## src/rtl/mem_bus_arbiter_pkg.sv

```systemverilog
// Shared types for the processor-to-memory bus arbiter.
//   BUS_COMMAND : command encoding seen on every bus segment
//   ARB_OWNER   : which cache controller owns a grant or an outstanding tag
//   TAG_ENTRY   : one slot of the outstanding-load ownership table
package mem_bus_arbiter_pkg;

  localparam int NUM_MEM_TAGS = 16;
  localparam int DATA_SIZE    = 64;

  typedef enum logic [1:0] {
    BUS_NONE  = 2'd0,
    BUS_LOAD  = 2'd1,
    BUS_STORE = 2'd2
  } BUS_COMMAND;

  typedef enum logic {
    OWN_D = 1'b0,
    OWN_I = 1'b1
  } ARB_OWNER;

  typedef struct packed {
    logic     valid;
    ARB_OWNER owner;
  } TAG_ENTRY;

endpackage

```

## src/rtl/mem_tag_table.sv

```systemverilog
// Ownership table for outstanding memory load tags.
//   clock, reset  : clock and synchronous active-high reset
//   alloc_en      : write {1, alloc_owner} at alloc_idx on the next edge
//   lookup_en     : a tag is returning this cycle at lookup_idx
//   lookup_entry  : current (pre-edge) contents of lookup_idx, 0 when idle
// A returning tag clears its slot on the edge; an allocation to the same
// slot in the same cycle takes precedence, so the new owner survives.
module mem_tag_table
  import mem_bus_arbiter_pkg::*;
#(
  parameter int NUM_TAGS = NUM_MEM_TAGS
) (
  input  logic                        clock,
  input  logic                        reset,
  input  logic                        alloc_en,
  input  logic [$clog2(NUM_TAGS)-1:0] alloc_idx,
  input  ARB_OWNER                    alloc_owner,
  input  logic                        lookup_en,
  input  logic [$clog2(NUM_TAGS)-1:0] lookup_idx,
  output TAG_ENTRY                    lookup_entry
);

  localparam int TAG_W = $clog2(NUM_TAGS);

  TAG_ENTRY tag_mem [NUM_TAGS];

  assign lookup_entry = lookup_en ? tag_mem[lookup_idx] : '0;

  // NOTE: the valid bits must be reset, otherwise a stale entry after reset
  // would misroute a return instead of flagging it as spurious.
  always_ff @(posedge clock) begin
    if (reset) begin
      for (int i = 0; i < NUM_TAGS; i++) begin
        tag_mem[i] <= '0;
      end
    end else begin
      for (int i = 0; i < NUM_TAGS; i++) begin
        if (alloc_en && alloc_idx == TAG_W'(i)) begin
          tag_mem[i] <= '{valid: 1'b1, owner: alloc_owner};
        end else if (lookup_en && lookup_idx == TAG_W'(i)) begin
          tag_mem[i].valid <= 1'b0;
        end
      end
    end
  end

endmodule

```

## src/rtl/mem_bus_arbiter.sv

```systemverilog
// Arbiter for the single processor-to-memory bus shared by the icache and
// dcache controllers.
//   clock, reset        : clock and synchronous active-high reset
//   d2arb_* / i2arb_*   : dcache / icache requests (command, address, data)
//   mem2proc_response   : acceptance tag from memory, 0 = rejected
//   mem2proc_tag/data   : returning load tag and data, tag 0 = none
//   proc2mem_*          : command forwarded from the granted requester
//   arb2d_* / arb2i_*   : per-requester acceptance tag, return tag and data
//   spurious_tag        : a nonzero returning tag has no recorded owner
// All bus paths are combinational; only grant history, starvation count and
// tag ownership are registered.
module mem_bus_arbiter
  import mem_bus_arbiter_pkg::*;
#(
  parameter int NUM_TAGS     = NUM_MEM_TAGS,
  parameter int STARVE_LIMIT = 4
) (
  input  logic                        clock,
  input  logic                        reset,
  input  BUS_COMMAND                  d2arb_command,
  input  logic [31:0]                 d2arb_addr,
  input  logic [DATA_SIZE-1:0]        d2arb_data,
  input  BUS_COMMAND                  i2arb_command,
  input  logic [31:0]                 i2arb_addr,
  input  logic [$clog2(NUM_TAGS)-1:0] mem2proc_response,
  input  logic [DATA_SIZE-1:0]        mem2proc_data,
  input  logic [$clog2(NUM_TAGS)-1:0] mem2proc_tag,
  output BUS_COMMAND                  proc2mem_command,
  output logic [31:0]                 proc2mem_addr,
  output logic [DATA_SIZE-1:0]        proc2mem_data,
  output logic [$clog2(NUM_TAGS)-1:0] arb2d_response,
  output logic [$clog2(NUM_TAGS)-1:0] arb2i_response,
  output logic [$clog2(NUM_TAGS)-1:0] arb2d_tag,
  output logic [$clog2(NUM_TAGS)-1:0] arb2i_tag,
  output logic [DATA_SIZE-1:0]        arb2d_data,
  output logic [DATA_SIZE-1:0]        arb2i_data,
  output logic                        spurious_tag
);

  localparam int TAG_W = $clog2(NUM_TAGS);
  localparam int CNT_W = $clog2(STARVE_LIMIT + 1);

  logic             sticky_valid;
  ARB_OWNER         sticky_owner;
  logic [CNT_W-1:0] starve_cnt;

  logic     d_req, i_req, sticky_req;
  logic     grant_valid, accepted;
  ARB_OWNER grant_owner;
  logic     lookup_en;
  TAG_ENTRY lookup_entry;

  // Requests are masked during reset so every bus output falls to idle.
  assign d_req      = !reset && (d2arb_command != BUS_NONE);
  assign i_req      = !reset && (i2arb_command != BUS_NONE);
  assign sticky_req = (sticky_owner == OWN_D) ? d_req : i_req;

  assign grant_valid = d_req || i_req;
  assign accepted    = grant_valid && (mem2proc_response != '0);

  // NOTE: every always_comb output gets a default before any branch so no
  // path leaves it unassigned and no latch is inferred.
  always_comb begin
    grant_owner = OWN_D;
    if (sticky_valid && sticky_req) begin
      grant_owner = sticky_owner;
    end else if (starve_cnt == CNT_W'(STARVE_LIMIT) && i_req) begin
      grant_owner = OWN_I;
    end else if (d_req) begin
      grant_owner = OWN_D;
    end else begin
      grant_owner = OWN_I;
    end
  end

  always_comb begin
    proc2mem_command = BUS_NONE;
    proc2mem_addr    = '0;
    proc2mem_data    = '0;
    if (grant_valid) begin
      if (grant_owner == OWN_D) begin
        proc2mem_command = d2arb_command;
        proc2mem_addr    = d2arb_addr;
        proc2mem_data    = d2arb_data;
      end else begin
        proc2mem_command = i2arb_command;
        proc2mem_addr    = i2arb_addr;
      end
    end
  end

  assign arb2d_response = (grant_valid && grant_owner == OWN_D) ? mem2proc_response : '0;
  assign arb2i_response = (grant_valid && grant_owner == OWN_I) ? mem2proc_response : '0;

  // Return routing reads the entry as it stood before this edge, so a
  // same-cycle reallocation of the tag does not steal the return.
  assign lookup_en    = !reset && (mem2proc_tag != '0);
  assign arb2d_tag    = (lookup_entry.valid && lookup_entry.owner == OWN_D) ? mem2proc_tag : '0;
  assign arb2i_tag    = (lookup_entry.valid && lookup_entry.owner == OWN_I) ? mem2proc_tag : '0;
  assign spurious_tag = lookup_en && !lookup_entry.valid;

  assign arb2d_data = mem2proc_data;
  assign arb2i_data = mem2proc_data;

  mem_tag_table #(
    .NUM_TAGS (NUM_TAGS)
  ) u_tag_table (
    .clock        (clock),
    .reset        (reset),
    .alloc_en     (accepted && proc2mem_command == BUS_LOAD),
    .alloc_idx    (mem2proc_response),
    .alloc_owner  (grant_owner),
    .lookup_en    (lookup_en),
    .lookup_idx   (mem2proc_tag),
    .lookup_entry (lookup_entry)
  );

  // Sticky grant pins a rejected requester to the bus so its address stays
  // stable across retries; the starvation counter bounds icache waiting.
  // NOTE: state registers use non-blocking assignments so every update in
  // this block sees the pre-edge values.
  always_ff @(posedge clock) begin
    if (reset) begin
      sticky_valid <= 1'b0;
      sticky_owner <= OWN_D;
      starve_cnt   <= '0;
    end else begin
      sticky_valid <= grant_valid && !accepted;
      if (grant_valid) begin
        sticky_owner <= grant_owner;
      end
      if (!i_req) begin
        starve_cnt <= '0;
      end else if (!(grant_valid && grant_owner == OWN_I)) begin
        if (starve_cnt != CNT_W'(STARVE_LIMIT)) begin
          starve_cnt <= starve_cnt + CNT_W'(1);
        end
      end else if (accepted) begin
        starve_cnt <= '0;
      end
    end
  end

endmodule

```

## config.mk

```make
export PLATFORM = sky130hd
export DESIGN_NAME = mem_bus_arbiter
export DESIGN_NICKNAME = d
export VERILOG_FILES = /design/src/rtl/mem_bus_arbiter_pkg.sv /design/src/rtl/mem_tag_table.sv /design/src/rtl/mem_bus_arbiter.sv
export SDC_FILE = /design/constraint.sdc
export NUM_CORES = 1
export LEC_CHECK = 0
export CORE_AREA = 2 2 174 176
export CTS_BUF_LIST = sky130_fd_sc_hd__clkbuf_16
export DETAILED_ROUTE_END_ITERATION = 8
export DIE_AREA = 0 0 176 178
export GPL_ROUTABILITY_DRIVEN = 0
export PLACE_DENSITY = 0.46
export SYNTH_ARGS = -nofsm -noshare
export SYNTH_HDL_FRONTEND = slang
export SYNTH_SLANG_ARGS = --single-unit
```

## constraint.sdc

```tcl
create_clock -name clock -period 3.9 [get_ports clock]
set_input_delay 0.78 -clock clock [delete_from_list [all_inputs] [get_ports clock]]
set_output_delay 0.78 -clock clock [all_outputs]
set_load 0.02 [all_outputs]
```

==> flow_summary.json <==
{
  "run_status": "finished, final reports clean",
  "met3_usage_pct": 7.310,
  "boundaryPins": 449,
  "overflow": 0,
  "layout_common_cells": "clkdlybuf4s50_1, nand2_1, and2_1",
  "ir_worst_vdd_mv": 0.1606,
  "drive_above_1_share_pct": 13.28,
  "critPathArrivalTime_ps": 2990,
  "post_cts_buffers": 0,
  "power_leakage_nw": 2.495,
  "cts_buffer_depth": 2,
  "grt_pass1_vias": 4075,
  "ys_ff_latch": 37,
  "max_cap_violations": 0,
  "rrSetupSlack_ps": 1400,
  "grt_pass1_wl_um": 28700,
  "fin_tns_setup_ps": 0,
  "cts_tree": "done",
  "skew_ps": 4.196,
  "required_ps": 3120,
  "drc": 0,
  "netlist_instances": 557,
  "worstPathCellList": "clkdlybuf4s50_1 -> nor2_2 -> a21oi_1 -> nor3_2 -> buf_12 -> buf_12 -> nand2_1 -> o21ai_0 -> clkdlybuf4s50_1",
  "die_w_um": 176,
  "core.rowCount": 63,
  "syn_avg_cell_area_sq_um": 7.754,
  "slew_headroom_pct": 57.30,
  "fp.dieH_um": 178,
  "final_common_cell": "clkdlybuf4s50_1",
  "post-route-period-util_pct": 96.59,
  "yosysUniqueCellTypes": 49,
  "clockRootBuffer": "clkbuf_16",
  "setup_viol": 0,
  "cts_hold_buf": 0,
  "cp_top_family": "buffers and inverters",
  "cts_buffers": 5,
  "r2r_end": "u_tag_table.tag_mem[9][1]$_SDFFCE_PP0P_",
  "critPathBufInv": 4,
  "setup.worst_path.start_class": "input pin",
  "ys_warn_count": 0,
  "worstReg2RegStart": "starve_cnt[0]$_SDFFE_PP0P_",
  "use_met2_pct": 20.62,
  "power_density_mw_per_mm2": 227.2,
  "hp-start": "starve_cnt[0]$_SDFFE_PP0P_",
  "endpoint_kind": "output port",
  "core_sq_mm": 0.02940,
  "dp_hpwl_um": 18380,
  "dr.pass1.iters": 5,
  "reg2regPathDepth": 7,
  "rsz0062_at_grt": "false",
  "portBuffers": 256,
  "hold_path.class": "reg2reg",
  "synth.yosys.seq_area_share_pct": 24.57,
  "start_util_pct": 14.69,
  "whs_path_depth": 2,
  "ant_nets": 0,
  "track_usage_pct": 12.47,
  "worstHoldEndpoint": "starve_cnt[0]$_SDFFE_PP0P_",
  "hold_viol": 0,
  "clk_pin_slew_ps": 60,
  "clkSinkCount": 37,
  "vias": 4052,
  "grt_util_met1_pct": 13.55,
  "tightest_slew_ps": 640.5,
  "final_core_util_pct": 22.76,
  "wl_per_cell_um": 19.36,
  "die-area_sq_mm": 0.03133,
  "finalNetCount": 892,
  "critPathMaxStageDelay_ps": 640,
  "syn-cell-area_sq_mm": 0.004319,
  "grt_max_degree": 42,
  "crit_type": "in2out",
  "drtIter0Drc": 195,
  "viasPerCell": 3.759,
  "layout_min_cycle_time_ps": 3767,
  "path_max_fanout": 39,
  "placedInstanceArea_sq_mm": 0.006531,
  "synthToLayoutAreaGrowth_pct": 54.95,
  "max_freq_ghz": 0.2655,
  "gr-max-usage-layer": "met2",
  "finalInstanceArea_sq_mm": 0.006693,
  "insertion_delay_ps": 280,
  "slowest_stage": "clkdlybuf4s50_1",
  "drt_wl_total_um": 20870,
  "slew_violations": 0,
  "cts_max_level": 2,
  "antenna_found_initial": 4
}
[area by class of cell]
class / instances / area, sq um
clock buffer: 5 / 125.1
antenna: 3 / 7.507
inverter: 6 / 22.52
timing repair buffer: 287 / 2848
clock inverter: 3 / 22.52
sequential: 37 / 1061
fill: 3266 / 22710
tap: 390 / 488.0
multi-input combinational: 347 / 2118
[per-stage QoR]
stage               setup slack [ps]  instances  power (mW)  hold WS (ps)
finish                         133.0       1078       1.520         491.8
global route                   5.333       1075       1.592         535.8
CTS                            4.649       1075       1.546         490.6
detailed placement            -126.1       1067       1.144         483.2
global placement              -77.38       1067       1.144         472.5
floorplan                      895.8        558      0.9412         456.5
[sequential cells by signal, summed over array words and instances (netlist names)]
register	flops
u_tag_table.tag_mem	32
starve_cnt	3
sticky_owner	1
sticky_valid	1
[power by group]
part | leakage (nW) | total (mW) | internal [mW] | switching [mW]
Combinational | 2.07 | 0.658 | 0.347 | 0.311
Sequential | 0.363 | 0.466 | 0.455 | 0.0106
Clock | 0.0621 | 0.396 | 0.236 | 0.160
[timing repair]
item	in CTS	in global routing
setup endpoints to repair	6	4
pin swaps	0	1
resized for setup	6	5
[cell usage after synthesis (all sizes together)]
library cell,count,share of area [%]
or2,9,1.3
or4,2,0.35
a211oi,1,0.17
clkbuf,31,2.7
o21ai,47,6.5
a311o,1,0.23
nand2b,6,0.87
inv,6,0.52
o21bai,6,1.6
and4,1,0.20
and2,77,11
and4b,1,0.23
nand4,3,0.43
a41oi,1,0.20
a21boi,1,0.17
nor2,25,2.3
mux4,5,2.6
o211a,1,0.23
o22ai,1,0.14
conb,1,0.087
buf,137,24
nand2,81,7.0
a22oi,2,0.35
dfxtp,5,2.3
nor4,5,1.2
a21oi,12,1.4
mux2i,9,2.1
or3,9,1.5
edfxtp,32,22
nor3,16,1.9
ha,2,0.58
nand3b,5,1.2
a221o,1,0.23
a31oi,3,0.43
nor2b,4,0.58
nand3,4,0.46
a32oi,1,0.20
o31ai,1,0.17
o221ai,2,0.41
[metal layers]
layer	up-vias	routed length, um
li1	1984	-
met1	1794	7556
met2	243	10020
met3	27	2746
met4	4	488
met5	-	54
[worst max path at each step]
stage,startpoint,to,cells past startpoint
after floorplan,i2arb_command[0],proc2mem_addr[22],7
after global placement,mem2proc_tag[1],arb2d_tag[3],7
after detailed placement,mem2proc_tag[1],arb2d_tag[3],7
after CTS,mem2proc_tag[0],arb2i_tag[0],7
after global routing,i2arb_command[0],proc2mem_addr[7],9
final,i2arb_command[0],proc2mem_addr[13],9
[worst min-delay path: cells and delay by family, from the launching register on]
kind	cells	cell delay, ps
DFF	1	320
and+or+nand+nor	1	50
AOI/OAI and AO/OA	1	60
[cell families (layout without fill, tap and decap cells)]
logic type	Yosys count	count (layout)	share of synthesized area (%)
mux	14	14	4.693
fa+ha+maj	2	2	0.5793
compound gates	81	81	12.40
other cells	1	5	0.08682
simple gates	248	248	30.74
flops	37	37	24.57
buf+inv	174	301	26.94
No activity file was read; power rests on OpenSTA's default activity.
==> RTL change (config.mk and constraints unchanged) <==
Set the parameter `STARVE_LIMIT` to 8 (it was 4).
--- a/src/rtl/mem_bus_arbiter.sv
+++ b/src/rtl/mem_bus_arbiter.sv
@@ -14,5 +14,5 @@
 #(
   parameter int NUM_TAGS     = NUM_MEM_TAGS,
-  parameter int STARVE_LIMIT = 4
+  parameter int STARVE_LIMIT = 8
 ) (
   input  logic                        clock,
Behaviour: no difference found for any inputs over 4 cycles, from zero or initial values and one cycle with reset high; that may be too few to reach the edited logic, so the function may still have changed.
==> RTL change against the original RTL <==
  * Area after synthesis decreased by 1.2%
  * Setup slack worse by 0.0050 ns
  * First-iteration DRC count fell by 14%
  * Wire length is 3.4% higher
  * Worst hold slack improved by 0.025 ns
  * Via count fell by 2.1%
  * Power up 5.4%
  * Sequential share of layout area increased by 0.10 points
  * Final area up 1.2%
  * Global-route usage up 0.93 points
  * Maximum frequency fell by 0.13%
  * Sequential cell count increased by 1
  * Critical path type unchanged
  * Largest power group unchanged
  * Highest routed layer unchanged
==> RTL change: results (changes against the original RTL) <==
The global-route wire length before repair is 29900 µm (+4.2%). In this run the critical register-to-register path is captured at u_tag_table.tag_mem[7][1]. The flop-to-flop setup slack came out at 1.49 ns (+0.09 ns).

The data arrival time of the worst path came out at 2.99 ns (about the same). The fraction of layout cells with a size suffix above 1 came out at 0.158 (+0.0256). The synthesized area divided by synthesized cell count was 8.48 µm² (+9.4%). The first-pass iteration count of the detailed router came out at 4 (-1). The vias per cell is 3.88 (+3.2%).

The level count of the clock H-tree came out at 2 (unchanged). In the synthesized netlist, the cells that appear most often are 133 x sky130_fd_sc_hd__buf_4, 78 x sky130_fd_sc_hd__and2_1, 32 x sky130_fd_sc_hd__a22o_1, 32 x sky130_fd_sc_hd__edfxtp_1, 25 x sky130_fd_sc_hd__nor2_1. After synthesis, the cell types taking the most area are sky130_fd_sc_hd__buf_4 23%, sky130_fd_sc_hd__edfxtp_1 23%, sky130_fd_sc_hd__and2_1 11%, sky130_fd_sc_hd__a22o_1 6.6%, sky130_fd_sc_hd__dfxtp_1 2.8%. The number of placed cells counting well taps is 1013 (-5.1%). The startpoint identified for the worst hold timing path is starve_cnt[3]. The count of unique library cells instantiated by Yosys came out at 61 (+24%).

The overall global routing resource usage came out at 0.134 (+0.00932). The switching fraction of total power is 0.324 (+0.00762). The met3 wire length is 2060 µm (-25%). The total clock buffers created by CTS is 5 (unchanged).

The number of warning messages in the yosys log came out at 0 (unchanged). The via count of the first global-routing pass came out at 4097 (+0.54%). The number of buffers and inverters on the critical path came out at 3 (-1). The stage delay of the slowest cell on the critical path is 0.61 ns (-0.03 ns). The wire length on met2 is 9980 µm (-0.37%). The placed wire-length estimate after detailed placement is 18900 µm (+2.8%). The total length of routed wires came out at 21600 µm (+3.4%). The worst clock skew came out at 0.00580 ns (+0.00160 ns). The path with the worst hold slack has its endpoint at starve_cnt[3].

The largest driver fanout on the critical path is 65 (+67%). The flow ran to the end, and the final reports show no timing, DRC or antenna violations. The depth of the worst register-to-register path came out at 8 (+1).

The routed length on met1 came out at 9390 µm (+24%). The net count reported at finish is 838 (-6.1%). The initial antenna violation count is 2 (-2).

The last element of the critical path is proc2mem_addr[23]. The number of DRC markers after the initial detailed-route iteration is 168 (-14%). The proportion of synthesized chip area in sequential cells came out at 0.253 (+0.00764). The leakage dissipation came out at 2.60 nW (+4.0%). The maximum VDD drop came to 142 µV (-12%). In the final layout, the registers with the most flip-flops are u_tag_table.tag_mem: 32 flops, starve_cnt: 4 flops. The max-slew headroom at the worst pin was 0.642 (+0.0690).

The final non-filler cell total is 1022 (-5.2%). The worst hold slack came out at 0.516 ns (+0.0246 ns).
-- RTL change: power by group through the flow --
stage | logic, W | clock network, W | registers (W)
after floorplan | 0.000480 | 0 | 0.000478
after global placement | 0.000743 | 0 | 0.000482
after detailed placement | 0.000745 | 0 | 0.000483
after CTS | 0.000746 | 0.000404 | 0.000474
after global routing | 0.000783 | 0.000429 | 0.000475
final | 0.000731 | 0.000399 | 0.000474
-- RTL change: final cells by class --
class,count,area [µm²]
fillers,3191,22600
repair buffers,285,3000
multi-input cells,297,2060
flip-flops and latches,38,1080
well taps,390,488
clock buffers,5,125
clock inverters,3,16.3
inverters,3,11.3
diodes,1,2.50
-- RTL change: per-stage QoR --
stage | worst slack, ns | instance area (µm²) | util
final | 0.128 | 6780 | 0.230
after global routing | 0.00607 | 6770 | 0.230
after CTS | 0.0165 | 6760 | 0.230
after detailed placement | -0.0152 | 6620 | 0.225
after global placement | 0.0228 | 6620 | 0.225
after floorplan | 1.05 | 4270 | -
-- RTL change: metal layers --
| metal | GRT usage | up-vias |
|---|---|---|
| li1 | - | 1857 |
| met1 | 0.173 | 1873 |
| met2 | 0.216 | 209 |
| met3 | 0.0543 | 24 |
| met4 | 0.0152 | 2 |
| met5 | 0 | - |
-- RTL change: cells by family after synthesis --
| group | after synthesis | synth area share |
|---|---|---|
| simple gates | 186 | 0.251 |
| flops | 38 | 0.253 |
| compound gates | 92 | 0.169 |
| buf+inv | 169 | 0.273 |
| other cells | 1 | 0.000879 |
| mux | 14 | 0.0457 |
| fa+ha+maj | 2 | 0.00586 |
| xor+xnor | 1 | 0.00205 |
-- RTL change: repair_timing --
item                                    in CTS  in global routing
resized for setup                            5                  5
pin swaps                                    0                  1
endpoints found under the setup margin       6                  8
